==> src/rtl/hs_sync_pkg.sv <==
// Shared types and parameter defaults for the hs_sync_ctrl CDC receive controller.
package hs_sync_pkg;

    localparam int unsigned NUM_STAGES_DEF     = 2;
    localparam int unsigned BUS_WIDTH_DEF      = 8;
    localparam int unsigned TIMEOUT_CYCLES_DEF = 64;

    typedef enum logic [1:0] {
        IDLE     = 2'b00,
        ACK_WAIT = 2'b01,
        DRAIN    = 2'b10
    } state_t;

endpackage

==> src/rtl/hs_sync_ctrl_if.sv <==
// Four-phase REQ/ACK crossing bundle: master is the source side, slave is the receive controller.
interface hs_sync_ctrl_if
    import hs_sync_pkg::*;
#(
    parameter int unsigned BUS_WIDTH = BUS_WIDTH_DEF
);
    logic                 async_req;
    logic [BUS_WIDTH-1:0] async_data;
    logic                 ack;
    logic [BUS_WIDTH-1:0] sync_data;
    logic                 sync_valid;
    logic                 busy;
    logic                 timeout_err;

    modport master (
        output async_req, async_data,
        input  ack, sync_data, sync_valid, busy, timeout_err
    );

    modport slave (
        input  async_req, async_data,
        output ack, sync_data, sync_valid, busy, timeout_err
    );
endinterface

==> src/rtl/hs_sync_ctrl_bit_sync.sv <==
// Multi-flop synchroniser for signals arriving asynchronously to clk.
module bit_sync
    import hs_sync_pkg::*;
#(
    parameter int unsigned BUS_WIDTH  = 1,
    parameter int unsigned NUM_STAGES = NUM_STAGES_DEF
) (
    input  logic                 clk,
    input  logic                 rst_n,
    input  logic [BUS_WIDTH-1:0] d_i,
    output logic [BUS_WIDTH-1:0] q_o
);
    logic [NUM_STAGES-1:0][BUS_WIDTH-1:0] sync_q;

    always_ff @(posedge clk or negedge rst_n) begin
        if (!rst_n) begin
            sync_q <= '0;
        end else begin
            sync_q <= {sync_q[NUM_STAGES-2:0], d_i};
        end
    end

    assign q_o = sync_q[NUM_STAGES-1];
endmodule

==> src/rtl/hs_sync_ctrl.sv <==
// Destination-side controller for a 4-phase REQ/ACK multi-bit crossing.
// Optional ACK timeout with DRAIN state is compiled in by defining HS_SYNC_TIMEOUT_EN.
module hs_sync_ctrl
    import hs_sync_pkg::*;
#(
    parameter int unsigned NUM_STAGES     = NUM_STAGES_DEF,
    parameter int unsigned BUS_WIDTH      = BUS_WIDTH_DEF,
    parameter int unsigned TIMEOUT_CYCLES = TIMEOUT_CYCLES_DEF
) (
    input  logic           clk,
    input  logic           rst_n,
    hs_sync_ctrl_if.slave  hs
);
    generate
        if (NUM_STAGES < 2 || NUM_STAGES > 4) begin : g_bad_stages
            $error("hs_sync_ctrl: NUM_STAGES must be 2..4");
        end
        if (TIMEOUT_CYCLES < 2) begin : g_bad_timeout
            $error("hs_sync_ctrl: TIMEOUT_CYCLES must be at least 2");
        end
    endgenerate

    logic req_s;

    bit_sync #(
        .BUS_WIDTH  (1),
        .NUM_STAGES (NUM_STAGES)
    ) u_req_sync (
        .clk   (clk),
        .rst_n (rst_n),
        .d_i   (hs.async_req),
        .q_o   (req_s)
    );

    state_t               state_q, state_d;
    logic                 ack_q, ack_d;
    logic [BUS_WIDTH-1:0] data_q, data_d;
    logic                 valid_q, valid_d;
    logic                 busy_q, busy_d;

`ifdef HS_SYNC_TIMEOUT_EN
    localparam int unsigned      CNT_W    = $clog2(TIMEOUT_CYCLES + 1);
    localparam logic [CNT_W-1:0] CNT_LAST = CNT_W'(TIMEOUT_CYCLES - 1);

    logic [CNT_W-1:0] cnt_q, cnt_d;
    logic             terr_q, terr_d;
`endif

    // Next state and registered outputs; data only moves on the IDLE -> ACK_WAIT edge
    always_comb begin
        state_d = state_q;
        ack_d   = ack_q;
        data_d  = data_q;
        valid_d = 1'b0;
`ifdef HS_SYNC_TIMEOUT_EN
        cnt_d   = cnt_q;
        terr_d  = 1'b0;
`endif
        case (state_q)
            IDLE: begin
                ack_d = 1'b0;
                if (req_s) begin
                    data_d  = hs.async_data;
                    valid_d = 1'b1;
                    ack_d   = 1'b1;
                    state_d = ACK_WAIT;
`ifdef HS_SYNC_TIMEOUT_EN
                    cnt_d   = '0;
`endif
                end
            end
            ACK_WAIT: begin
                ack_d = 1'b1;
`ifdef HS_SYNC_TIMEOUT_EN
                cnt_d = cnt_q + CNT_W'(1);
`endif
                // A falling request wins over a coincident terminal count
                if (!req_s) begin
                    ack_d   = 1'b0;
                    state_d = IDLE;
                end
`ifdef HS_SYNC_TIMEOUT_EN
                else if (cnt_q == CNT_LAST) begin
                    ack_d   = 1'b0;
                    terr_d  = 1'b1;
                    state_d = DRAIN;
                end
`endif
            end
`ifdef HS_SYNC_TIMEOUT_EN
            DRAIN: begin
                ack_d = 1'b0;
                if (!req_s) begin
                    state_d = IDLE;
                end
            end
`endif
            default: begin
                ack_d   = 1'b0;
                state_d = IDLE;
            end
        endcase
        busy_d = (state_d != IDLE);
    end

    always_ff @(posedge clk or negedge rst_n) begin
        if (!rst_n) begin
            state_q <= IDLE;
            ack_q   <= 1'b0;
            data_q  <= '0;
            valid_q <= 1'b0;
            busy_q  <= 1'b0;
`ifdef HS_SYNC_TIMEOUT_EN
            cnt_q   <= '0;
            terr_q  <= 1'b0;
`endif
        end else begin
            state_q <= state_d;
            ack_q   <= ack_d;
            data_q  <= data_d;
            valid_q <= valid_d;
            busy_q  <= busy_d;
`ifdef HS_SYNC_TIMEOUT_EN
            cnt_q   <= cnt_d;
            terr_q  <= terr_d;
`endif
        end
    end

    assign hs.ack        = ack_q;
    assign hs.sync_data  = data_q;
    assign hs.sync_valid = valid_q;
    assign hs.busy       = busy_q;
`ifdef HS_SYNC_TIMEOUT_EN
    assign hs.timeout_err = terr_q;
`else
    assign hs.timeout_err = 1'b0;
`endif
endmodule

==> src/flat_wrapper.sv <==
// flat-port wrapper written by rule: the top's interface ports become plain ports
module hs_sync_ctrl_flat import hs_sync_pkg::*;
#(
    parameter int unsigned NUM_STAGES     = NUM_STAGES_DEF,
    parameter int unsigned BUS_WIDTH      = BUS_WIDTH_DEF,
    parameter int unsigned TIMEOUT_CYCLES = TIMEOUT_CYCLES_DEF
)
  (clk, rst_n, hs_async_req, hs_async_data, hs_ack, hs_sync_data, hs_sync_valid, hs_busy, hs_timeout_err);
  hs_sync_ctrl_if #(.BUS_WIDTH(BUS_WIDTH)) hs_i ();
  input  logic clk;
  input  logic rst_n;
  input wire logic [$bits(hs_i.async_req)-1:0] hs_async_req;
  input wire logic [$bits(hs_i.async_data)-1:0] hs_async_data;
  output wire logic [$bits(hs_i.ack)-1:0] hs_ack;
  output wire logic [$bits(hs_i.sync_data)-1:0] hs_sync_data;
  output wire logic [$bits(hs_i.sync_valid)-1:0] hs_sync_valid;
  output wire logic [$bits(hs_i.busy)-1:0] hs_busy;
  output wire logic [$bits(hs_i.timeout_err)-1:0] hs_timeout_err;
  assign hs_i.async_req = hs_async_req;
  assign hs_i.async_data = hs_async_data;
  assign hs_ack = hs_i.ack;
  assign hs_sync_data = hs_i.sync_data;
  assign hs_sync_valid = hs_i.sync_valid;
  assign hs_busy = hs_i.busy;
  assign hs_timeout_err = hs_i.timeout_err;
  hs_sync_ctrl #(.NUM_STAGES(NUM_STAGES), .BUS_WIDTH(BUS_WIDTH), .TIMEOUT_CYCLES(TIMEOUT_CYCLES)) u_core (.clk(clk), .rst_n(rst_n), .hs(hs_i));
endmodule
==> config.mk <==
export PLATFORM = sky130hd
export DESIGN_NAME = hs_sync_ctrl_flat
export DESIGN_NICKNAME = d
export VERILOG_FILES = /design/src/rtl/hs_sync_pkg.sv /design/src/rtl/hs_sync_ctrl_if.sv /design/src/rtl/hs_sync_ctrl_bit_sync.sv /design/src/rtl/hs_sync_ctrl.sv /design/src/flat_wrapper.sv
export SDC_FILE = /design/constraint.sdc
export NUM_CORES = 1
export LEC_CHECK = 0
export ABC_CLOCK_PERIOD_IN_PS = 1400
export CAP_MARGIN = 20
export CELL_PAD_IN_SITES_DETAIL_PLACEMENT = 2
export CELL_PAD_IN_SITES_GLOBAL_PLACEMENT = 2
export CORE_MARGIN = 3
export CORE_UTILIZATION = 26
export CTS_CLUSTER_DIAMETER = 120
export DETAILED_ROUTE_END_ITERATION = 6
export PLACE_DENSITY = 0.75
export SLEW_MARGIN = 20
export SYNTH_ARGS = -nofsm -noshare
export SYNTH_HDL_FRONTEND = slang
export SYNTH_SLANG_ARGS = --single-unit
==> constraint.sdc <==
create_clock -name clk -period 1.4 [get_ports clk]
set_clock_uncertainty 0.05 [all_clocks]
set_input_delay 0.21 -clock clk [delete_from_list [all_inputs] [get_ports clk]]
set_output_delay 0.21 -clock clk [all_outputs]
set_load 0.05 [all_outputs]
==> impl_metrics.toml, run 1 <==
[logic_synthesis]
yosys.area.top_type = "dfrtp_1"
synth_edf_count = 0
yosysWarnings = 0
syn_area_um2 = 549
ys_seq_area_share_pct = 68.3
synth-main-ff-cell = "dfrtp_1"
ys_ff_latch = 15
synth.distinct_cells = 7
yosys.area.top_type_share_pct = 68.3
netlist_top_cells_count = "15 x dfrtp_1, 8 x mux2_4, 3 x nor2b_1"
synth.most_common_cell = "dfrtp_1"
synth_cells = 30
postSynth.asyncResetShare_pct = 100
synthTopCellsByArea = "dfrtp_1 68%, mux2_4 22%, nor2b_1 3.4%"
syn_avg_cell_area_um2 = 18.3

[setup_path]
worstPathRequired_ps = 1530
cp.arrival_ps = 1450
cp_slowest_stage_delay_ps = 420
critPathLaunchType = "register"
ff2ff_setup_slack_ps = 80
end_kind = "register"
slowest_stage = "dfrtp_1"
worstReg2RegStart = "u_core.state_q[1]"
worstPathMaxFanout = 5
ff2ff_path_depth = 3
r2r-end = "u_core.hs.sync_data[1]"
path_cells = "nor3b_2 -> buf_4 -> mux2_4"
criticalPathCategory = "reg -> reg"

[route]
vias_per_cell = 3.90
ant_nets = 0
postRouteWirelength_mm = 1.05
first_iter_violations = 0
wl_per_cell_um = 12.5
drc = 0
num_vias = 328
firstDrtPassIters = 1

[hold_path]
hp-class = "in -> async"

[power_and_ir_drop]
p_int_mw = 0.853
comb_power_share_pct = 37.9
seq_power_share_pct = 42.4
worst_ir_drop_vdd_uv = 629
swShare_pct = 33.1
clkPwrFrac_pct = 19.7
total_switching_power_mw = 0.421
p_leak_nw = 0.429
power_density_mw_per_mm2 = 1360

[cells_and_area]
design_area_um2 = 938
antenna_cells = 0
nNetsFinal = 69
syn_to_final_growth_pct = 70.8
drive_above_1_share_pct = 47.4

[sta]
tns_ps = 0
setup_violations = 0
finalCritPeriodShare_pct = 94.1
fmax_ghz = 0.759
hold_viol_final = 0
drv_slew = 0
period_needed_ps = 1320
grt_setup_unrepaired = "no"

[clock_network]
numCtsBuffers = 3
holdBufCountCts = 0
clock-sinks = 15
post_cts_resized = 0
clk_latency_ps = 290
clk_pin_slew_ps = 90
post_cts_buffers = 0
cts-root-buf = "clkbuf_4"
cts_tree = "done"
htreeDepth = 1
clockBufferDepth = 2

[placed_design]
io_buffers = 21
place_area_um2 = 911
dpl.hpwl_um = 831
gp_congestion = 0.590

[global_route]
antenna_found_initial = 0
grt_pass1_wl_mm = 1.77
grt_max_degree = 16
overflow = 0
grt_pass1_vias = 392
track_usage_pct = 9.59

[floorplanning]
core_mm2 = 0.00198
die_y_um = 52.0
die-area_mm2 = 0.00270
initial_core_util_pct = 27.7
rows = 16
num_io_pins = 23
fp.dieW_um = 52.0

[status]
outcome = "finished, final reports clean"

[job]
max_cap_violations = 0
## area by class of cell
cell class | instances | area (um^2)
clock inverter | 1 | 5.00
sequential | 15 | 375
multi-input combinational | 14 | 159
fill | 175 | 1040
tap | 27 | 33.8
timing repair buffer | 24 | 343
clock buffer | 3 | 22.5
## cells by family after synthesis
family / synth area share (%)
AND/OR/NAND/NOR: 5.69
flip-flops: 68.3
other: 0.683
multiplexers: 21.9
buffers and inverters: 3.42
## cell usage in the layout (no fill, tap or decap)
cell type / synthesis / routed
dfrtp_1: 15 / 15
buf_12: 0 / 11
clkdlybuf4s50_1: 0 / 10
mux2_4: 8 / 8
nor2b_1: 3 / 3
clkbuf_4: 0 / 3
buf_4: 1 / 3
conb_1: 1 / 2
nor3b_2: 1 / 1
clkinv_2: 0 / 1
## power groups by stage
stage | Clock, mW | Combinational [mW] | Sequential [mW]
floorplan | 0 | 0.0840 | 0.682
global placement | 0 | 0.482 | 0.547
detailed placement | 0 | 0.488 | 0.549
CTS | 0.266 | 0.489 | 0.542
global route | 0.296 | 0.500 | 0.549
finish | 0.250 | 0.483 | 0.540
## state kept, by name, summed over array words and instances, names as in the netlist
| name | count |
|---|---|
| u_core.hs.sync_valid | 1 |
| u_core.hs.ack | 1 |
| u_core.u_req_sync.q_o | 1 |
| u_core.state_q | 2 |
| u_core.hs.sync_data | 8 |
| u_core.u_req_sync.sync_q | 1 |
| u_core.hs.busy | 1 |
## stage by stage
step	utilization, %	total power, mW	setup slack [ps]	hold slack, ps	instances
detailed placement	46.0	1.04	85.5	299	80
finish	47.3	1.27	82.5	168	84
CTS	47.3	1.30	65.4	166	84
global placement	46.0	1.03	154	286	80
floorplan	-	0.766	200	-136	31
global route	47.3	1.35	0.703	172	84
## layer usage
layer / vias up / GRT usage [%] / wire, um
li1: 147 / - / -
met1: 164 / 10.2 / 391
met2: 14 / 15.5 / 564
met3: 3 / 2.87 / 54
met4: 0 / 7.86 / 41
met5: - / 0 / 0
## critical path, delay by kind of cell, from the launching register on
family	cells	cell delay (ps)
buffers and inverters	1	200
flip-flops	1	420
multiplexers	1	300
AND/OR/NAND/NOR	1	230
## how the worst max path moves through the flow
stage	slack (ps)	from	endpoint
finish	80	u_core.state_q[1]	u_core.hs.sync_data[1]
global route	0.7	u_core.state_q[1]	u_core.hs.sync_data[4]
CTS	70	u_core.state_q[1]	u_core.hs.sync_data[2]
detailed placement	90	u_core.state_q[1]	u_core.hs.sync_data[2]
global placement	150	u_core.state_q[1]	u_core.hs.sync_data[5]
floorplan	200	u_core.state_q[1]	u_core.hs.sync_data[0]
Power figures use the tool's default switching activity.
==> run 2: changes to the inputs <==
--- a/config.mk
+++ b/config.mk
@@ -6,15 +6,15 @@
 export NUM_CORES = 1
 export LEC_CHECK = 0
 export ABC_CLOCK_PERIOD_IN_PS = 1400
-export CAP_MARGIN = 20
 export CELL_PAD_IN_SITES_DETAIL_PLACEMENT = 2
 export CELL_PAD_IN_SITES_GLOBAL_PLACEMENT = 2
-export CORE_MARGIN = 3
-export CORE_UTILIZATION = 26
+export CORE_MARGIN = 4
+export CORE_UTILIZATION = 27
 export CTS_CLUSTER_DIAMETER = 120
 export DETAILED_ROUTE_END_ITERATION = 6
-export PLACE_DENSITY = 0.75
+export PLACE_DENSITY = 0.77
 export SLEW_MARGIN = 20
 export SYNTH_ARGS = -nofsm -noshare
 export SYNTH_HDL_FRONTEND = slang
+export SYNTH_HIERARCHICAL = 1
 export SYNTH_SLANG_ARGS = --single-unit
==> run 2 against run 1 <==
Against the previous run:
- critical path depth did not move
- final cell count fell by 1.2%
- critical path type unchanged
- wire length rose by 13%
- critical endpoint is now u_core/hs.sync_data[3]
- global-route usage rose by 1.0 points
- sequential power barely moved
==> impl_metrics.toml, run 2 <==
[sta]
period_needed_ps = 1300
hold_viol_final = 0
drv_slew = 0
fmax_ghz = 0.768
setup_ws_ps = 97.9
finalCritPeriodShare_pct = 93.0
setup_violations = 0
tns_ps = 0
grt_setup_unrepaired = "no"

[global_route]
track_usage_pct = 10.6
grt_pass1_vias = 357
grt_pass1_wl_mm = 1.90
grt_max_degree = 16
antenna_found_initial = 0
overflow = 0

[route]
wl_per_cell_um = 14.3
drc = 0
first_iter_violations = 0
postRouteWirelength_mm = 1.18
ant_nets = 0
num_vias = 331
vias_per_cell = 3.99
firstDrtPassIters = 1

[cells_and_area]
largest_reg_flops = 8
layout_commonest_cell = "dfrtp_1"
drive_above_1_share_pct = 50.0
mostFrequentLayoutCells = "15 x dfrtp_1, 11 x buf_12, 10 x clkdlybuf4s50_1, 8 x mux2_4"
fin_cells = 83
syn_to_final_growth_pct = 69.0
final_util_pct = 48.0
nNetsFinal = 68
num-fill-cells = 190
antenna_cells = 0

[floorplanning]
fp.dieW_um = 53.4
rows = 16
die_y_um = 53.4
initial_core_util_pct = 28.4
core_mm2 = 0.00196
die-area_mm2 = 0.00285
num_io_pins = 23

[clock_network]
clock-sinks = 15
cts_tree = "done"
clk_latency_ps = 280
numCtsBuffers = 3
clk_pin_slew_ps = 80
cts-root-buf = "clkbuf_4"
holdBufCountCts = 0
htreeDepth = 1
clockBufferDepth = 2

[logic_synthesis]
synth_cells = 30
syn_area_um2 = 557
yosysWarnings = 6
synthTopCellsByArea = "dfrtp_1 67%, mux2_4 22%, and2b_2 4.7%"
ys_seq_area_share_pct = 67.4
yosys.area.top_type = "dfrtp_1"
ys_ff_latch = 15
synth-main-ff-cell = "dfrtp_1"
yosys.area.top_type_share_pct = 67.4
synth_edf_count = 0
syn_avg_cell_area_um2 = 18.6
postSynth.asyncResetShare_pct = 100
netlist_top_cells_count = "15 x dfrtp_1, 8 x mux2_4, 3 x and2b_2"
synth.most_common_cell = "dfrtp_1"
synth.distinct_cells = 7

[setup_path]
end_kind = "register"
worstReg2RegStart = "u_core/state_q[1]"
worstPathRequired_ps = 1520
worstPathMaxFanout = 9
cp.arrival_ps = 1420
critPathLaunchType = "register"
ff2ff_path_depth = 3
r2r-end = "u_core/hs.sync_data[3]"
criticalPathCategory = "reg -> reg"
ff2ff_setup_slack_ps = 100

[power_and_ir_drop]
worst_ir_drop_vdd_uv = 536
finalPower_mw = 1.27
power_density_mw_per_mm2 = 1350
p_leak_nw = 0.430

[hold_path]
hp-class = "in -> async"

[status]
outcome = "finished, final reports clean"

[placed_design]
dpl.hpwl_um = 936
io_buffers = 21
gp_congestion = 0.630
dp.cells = 79
post-place-ws_ps = 89.6

[job]
max_cap_violations = 0
-- run 2: how the worst max path moves through the flow --
stage / start / slack [ps] / endpoint
final: u_core/state_q[1] / 100 / u_core/hs.sync_data[3]
after global routing: u_core/state_q[1] / 30 / u_core/hs.sync_data[3]
after CTS: u_core/state_q[1] / 80 / u_core/hs.sync_data[3]
after detailed placement: u_core/state_q[1] / 90 / u_core/hs.sync_data[3]
after global placement: u_core/state_q[1] / 140 / u_core/hs.sync_data[1]
after floorplan: u_core/state_q[1] / 190 / u_core/hs.sync_data[0]
-- run 2: power by group --
group	leakage [nW]	internal, mW	switching [mW]
clock	0.0150	0.111	0.130
combinational	0.234	0.262	0.223
sequential	0.181	0.485	0.0567
total	0.430	0.858	0.411
-- run 2: per-stage QoR --
| step | instance area, um^2 | hold WS [ps] |
|---|---|---|
| 5_1_grt | 941 | 186 |
| 3_5_place_dp | 911 | 293 |
| 3_3_place_gp | 911 | 282 |
| 2_1_floorplan | 561 | -136 |
| 6_report | 941 | 190 |
| 4_1_cts | 937 | 192 |
-- run 2: cell families after synthesis --
| family | synth area share, % |
|---|---|
| DFF | 67.4 |
| muxes | 21.6 |
| and+or+nand+nor | 6.97 |
| buffers and inverters | 3.37 |
| other | 0.674 |
-- run 2: final cells by class --
type,count,area (um^2),area share (%)
tap,27,33.8,3.59
timing repair buffer,23,339,36.0
clock buffer,4,26.3,2.79
multi-input combinational,14,166,17.7
sequential,15,375,39.9
-- run 2: what timing repair did --
item,in CTS,in global routing
buffers inserted,0,0
endpoints found under the setup margin,0,1
gates resized for setup,0,1
-- run 2: layer usage --
metal  vias up  track usage (%)  share of wire [%]
met5         -                0                  0
met4         0             11.5                5.2
met3         5             3.66                6.2
met2        12             15.7                 52
met1       167             11.0                 36
li1        147                -                  -
-- run 2: critical path, stage by stage, from the launching register on --
cell     delay, ps
dfrtp_1        410
nor3b_2        230
buf_6          190
mux2_4         310
